===== config.mk =====
export PLATFORM = sky130hd
export DESIGN_NAME = fetch_queue
export DESIGN_NICKNAME = d
export VERILOG_FILES = /design/src/rtl/fetch_queue.sv
export SDC_FILE = /design/constraint.sdc
export NUM_CORES = 1
export LEC_CHECK = 0
export BUFFER_PORTS_ARGS = -buffer_cell sky130_fd_sc_hd__buf_2
export CELL_PAD_IN_SITES_DETAIL_PLACEMENT = 1
export CELL_PAD_IN_SITES_GLOBAL_PLACEMENT = 1
export CORE_UTILIZATION = 40
export CTS_CLUSTER_DIAMETER = 120
export CTS_CLUSTER_SIZE = 12
export DETAILED_ROUTE_END_ITERATION = 16
export MAX_ROUTING_LAYER = met4
export PLACE_DENSITY_LB_ADDON = 0.1
export SETUP_SLACK_MARGIN = 0.1
export SYNTH_ARGS = -nofsm -noshare
export SYNTH_HDL_FRONTEND = slang
export SYNTH_SLANG_ARGS = --single-unit

===== constraint.sdc =====
create_clock -name clk -period 3.57 [get_ports clk]
set_clock_uncertainty 0.1 [all_clocks]
set_input_delay 0.1785 -clock clk [delete_from_list [all_inputs] [get_ports clk]]
set_output_delay 0.1785 -clock clk [all_outputs]
set_load 0.02 [all_outputs]

===== src/rtl/fetch_queue.sv =====
// Fetch PC owner and instruction buffer: fetches {inst, pc} pairs from a
// combinational-read memory into a small FIFO so decode can stall independently.
module fetch_queue #(
    parameter int unsigned          DATA_W   = 16,
    parameter int unsigned          DEPTH    = 4,
    parameter logic [DATA_W-1:0]    RESET_PC = '0,
    parameter int unsigned          PC_INC   = 2
) (
    input  logic                              clk,
    input  logic                              rst,
    output logic [DATA_W-1:0]                 imem_addr,
    output logic                              imem_en,
    input  logic [DATA_W-1:0]                 imem_data,
    input  logic                              redirect_valid,
    input  logic [DATA_W-1:0]                 redirect_pc,
    input  logic                              halt,
    input  logic                              inst_ready,
    output logic                              inst_valid,
    output logic [DATA_W-1:0]                 inst_out,
    output logic [DATA_W-1:0]                 inst_pc,
    output logic [DATA_W-1:0]                 inst_pc_next,
    output logic [$clog2(DEPTH+1)-1:0]        count,
    output logic                              err
);

    localparam int unsigned PTR_W = $clog2(DEPTH);
    localparam int unsigned CNT_W = $clog2(DEPTH + 1);

    typedef enum logic {
        RUN    = 1'b0,
        HALTED = 1'b1
    } state_e;

    typedef struct packed {
        logic [DATA_W-1:0] inst;
        logic [DATA_W-1:0] pc;
    } entry_t;

    state_e               state_q, state_d;
    logic [DATA_W-1:0]    fetch_pc_q, fetch_pc_d;
    logic [PTR_W-1:0]     wr_ptr_q, wr_ptr_d;
    logic [PTR_W-1:0]     rd_ptr_q, rd_ptr_d;
    logic [CNT_W-1:0]     count_q, count_d;
    logic                 err_q, err_d;
    entry_t               entries_q [DEPTH];

    logic                 pop_c;
    logic                 push_c;
    logic                 not_full_c;

    // Handshakes; redirect overrides both, and nothing is fetched while in reset
    assign not_full_c = (count_q < CNT_W'(DEPTH));
    assign pop_c      = inst_valid & inst_ready & ~redirect_valid;
    assign push_c     = rst & (state_q == RUN) & ~halt & ~redirect_valid
                        & (not_full_c | pop_c);

    // Run/halt state register
    always_ff @(posedge clk or negedge rst) begin
        if (!rst) begin
            state_q <= RUN;
        end else begin
            state_q <= state_d;
        end
    end

    always_comb begin
        state_d = state_q;
        case (state_q)
            RUN:     if (halt)  state_d = HALTED;
            HALTED:  if (!halt) state_d = RUN;
            default: state_d = RUN;
        endcase
    end

    // Pointer, occupancy, fetch PC and error next-state
    always_comb begin
        fetch_pc_d = fetch_pc_q;
        wr_ptr_d   = wr_ptr_q;
        rd_ptr_d   = rd_ptr_q;
        count_d    = count_q;
        err_d      = err_q;
        if (redirect_valid) begin
            fetch_pc_d = redirect_pc & ~DATA_W'(1);
            wr_ptr_d   = '0;
            rd_ptr_d   = '0;
            count_d    = '0;
            err_d      = err_q | redirect_pc[0];
        end else begin
            if (push_c) begin
                wr_ptr_d   = wr_ptr_q + PTR_W'(1);
                fetch_pc_d = fetch_pc_q + DATA_W'(PC_INC);
            end
            if (pop_c) begin
                rd_ptr_d = rd_ptr_q + PTR_W'(1);
            end
            case ({push_c, pop_c})
                2'b10:   count_d = count_q + CNT_W'(1);
                2'b01:   count_d = count_q - CNT_W'(1);
                default: count_d = count_q;
            endcase
        end
    end

    always_ff @(posedge clk or negedge rst) begin
        if (!rst) begin
            fetch_pc_q <= RESET_PC;
            wr_ptr_q   <= '0;
            rd_ptr_q   <= '0;
            count_q    <= '0;
            err_q      <= 1'b0;
        end else begin
            fetch_pc_q <= fetch_pc_d;
            wr_ptr_q   <= wr_ptr_d;
            rd_ptr_q   <= rd_ptr_d;
            count_q    <= count_d;
            err_q      <= err_d;
        end
    end

    // Entry storage needs no reset: occupancy alone decides what is valid
    always_ff @(posedge clk) begin
        if (push_c) begin
            entries_q[wr_ptr_q] <= '{inst: imem_data, pc: fetch_pc_q};
        end
    end

    assign imem_addr    = fetch_pc_q;
    assign imem_en      = push_c;
    assign inst_valid   = (count_q != '0);
    assign inst_out     = entries_q[rd_ptr_q].inst;
    assign inst_pc      = entries_q[rd_ptr_q].pc;
    assign inst_pc_next = entries_q[rd_ptr_q].pc + DATA_W'(PC_INC);
    assign count        = count_q;
    assign err          = err_q;

endmodule


==> reports/metrics.yaml <==
syn_area_um2: 6200
finalWirelength_mm: 13.8
fillers: 1489
max_freq_mhz: 311
io_pins: 107
synthCells: 364
startpoint_type: "flop"
hold_class: "input pin to flop"
insertion_delay_ps: 420
drtAntennaViolNets: 0
gp_congestion: 0.742
grt_pass1_wl_mm: 22.1
port-buffer-count: 103
grt_max_degree: 26
synthToLayoutAreaGrowth_pct: 27.2
dr.first_iter.drc_count: 147
cp.arrival_ps: 2940
htreeDepth: 4
postSynthAreaPerCell_um2: 17.0
rsz0062_at_grt: "no"
yosys_warnings: 0
layout_common_cells: "edfxtp_1, buf_2, dlygate4sd3_1"
timing.reg2reg.worst_path_depth: 6
cts_resized: 0
power_density_nw_per_um2: 629
critPathKind: "flop to output pin"
fp.dieW_um: 127
vias: 3761
antenna_found_initial: 0
post-dp-hpwl_mm: 8.95
setup_tns_ps: 0
holdBufCountCts: 34
layout_commonest_cell: "edfxtp_1"
holdPathStages: 4
clockBufferDepth: 2
synthFlopType: "edfxtp_1"
clock-root-buffer: "clkbuf_16"
endpoint_kind: "output pin"
ys_ff_latch: 148
finalCriticalPeriod_ps: 3220
hold_start: "redirect_valid"
final_hold_viol_count: 0
cts_tree: "done"
post-synth-top-area-fraction_pct: 60.0
die-area_um2: 16000
multi_input_area_um2: 1720
relSlewSlack_pct: 48.8
first_pass_iters: 4
yosysTopAreaCell: "edfxtp_1"
leakagePower_nw: 2.90
status: "complete, no violations"
via_per_inst: 5.27
drv_slew: 0
track_usage_pct: 19.7
reg2reg_from: "count[0]"
max_cap_viol_count: 0
drive_gt1_share_pct: 35.9
postCtsSetupBuffers: 0
place_area_um2: 6960
row_count: 45
coreArea_um2: 15100
ys_types: 50
cts_made_buffers: 17
ir_worst_vdd_v: 0.000366
fp.dieH_um: 127
period_share_pct: 90.1
layout.nets: 558
yosys-top-cells-area: "edfxtp_1, mux4_2, dfrtp_1"
startpoint: "rd_ptr_q[0]"
clk_pin_slew_ps: 60
initial_utilization_pct: 41.0
async_flop_share_pct: 16.2
fin_area_um2: 7890
diodes: 0
path_max_fanout: 17
synth_edf_count: 124
yosysSeqAreaShare_pct: 69.7
cts_sinks: 148
grt_pass1_vias: 3937
route.detailed.drc: 0
gr-total-overflow: 0
setup_viol: 0
critical_path_required_ps: 3290
seqCellArea_um2: 4330
wl_per_cell_um: 19.3
worst_pin_slew_ps: 761
[state kept, by name, summed over array words and instances, names as in the netlist]
register   count
wr_ptr_q       2
err            1
count          3
state_q        1
imem_addr     15
rd_ptr_q       2
entries_q    124
[layer usage]
layer | part of all wire (%) | wire length (um) | GRT usage [%] | vias up
met5 | 0 | 0 | - | -
met2 | 50 | 6840 | 30.8 | 96
met1 | 45 | 6220 | 25.1 | 1912
li1 | - | - | - | 1730
met3 | 3.6 | 504 | 4.47 | 23
met4 | 1.8 | 246 | 7.87 | 0
[power breakdown]
group,switching (mW),internal [mW]
clock network,0.647,1.15
logic,0.645,0.468
registers,0.122,1.94
[kinds of logic (layout without fill, tap and decap cells)]
family	count (synthesis)	after routing	synth area share [%]
buffers and inverters	29	189	2.74
AO/OA/AOI/OAI	43	43	4.82
other	1	3	0.0604
XOR/XNOR	16	16	2.26
flip-flops	148	148	69.7
multiplexers	35	35	11.7
adder cells (fa/ha/maj)	7	7	1.53
AND/OR/NAND/NOR	85	85	7.20
[per-stage QoR]
| step | worst slack (ps) | power [mW] | hold slack (ps) | instances | util, % |
|---|---|---|---|---|---|
| 2_1_floorplan | 1040 | 2.86 | -217 | 366 | - |
| 3_3_place_gp | 816 | 3.17 | 165 | 649 | 45.9 |
| 3_5_place_dp | 778 | 3.20 | 164 | 649 | 45.9 |
| 4_1_cts | 255 | 5.03 | 69.9 | 714 | 52.1 |
| 5_1_grt | 121 | 5.18 | 177 | 714 | 52.1 |
| 6_report | 352 | 4.97 | 85.7 | 714 | 52.1 |
[final timing paths]
check | endpoint | slack [ps]
max | inst_pc_next[9] | 350
min | count[2] | 90
max reg2reg | count[2] | 1110
min reg2reg | err | 360
max in group asynchronous | rd_ptr_q[0] | 2850
min in group asynchronous | imem_addr[7] | 230
[cell usage after synthesis, types with 3 or more instances]
| library cell | number |
|---|---|
| xnor2_1 | 11 |
| a31oi_1 | 3 |
| o311ai_1 | 4 |
| xor2_1 | 5 |
| mux2i_1 | 5 |
| nand4_1 | 6 |
| nand2_1 | 27 |
| buf_4 | 5 |
| buf_2 | 9 |
| ha_1 | 6 |
| dfrtp_1 | 24 |
| inv_1 | 9 |
| o21ai_1 | 14 |
| mux4_2 | 30 |
| nand3_1 | 10 |
| a21oi_1 | 6 |
| edfxtp_1 | 124 |
| nor2_1 | 16 |
| and2_1 | 6 |
| and3_1 | 4 |
[critical path, cell delays in order, from the launching register on]
cell and delay [ps]:
dfrtp_2 710, mux4_2 640, ha_1 290, nor3b_1 160, o21a_2 270, nand2_1 80
xnor2_1 140, buf_2 210
[layout make-up]
cell class | count | area share [%]
Inverter | 10 | 0.476
Clock inverter | 13 | 2.09
Sequential cell | 148 | 54.8
Timing Repair Buffer | 148 | 12.4
Multi-Input combinational cell | 189 | 21.8
Tap cell | 188 | 2.98
Clock buffer | 18 | 5.44
(Power assumes the default switching activity.)
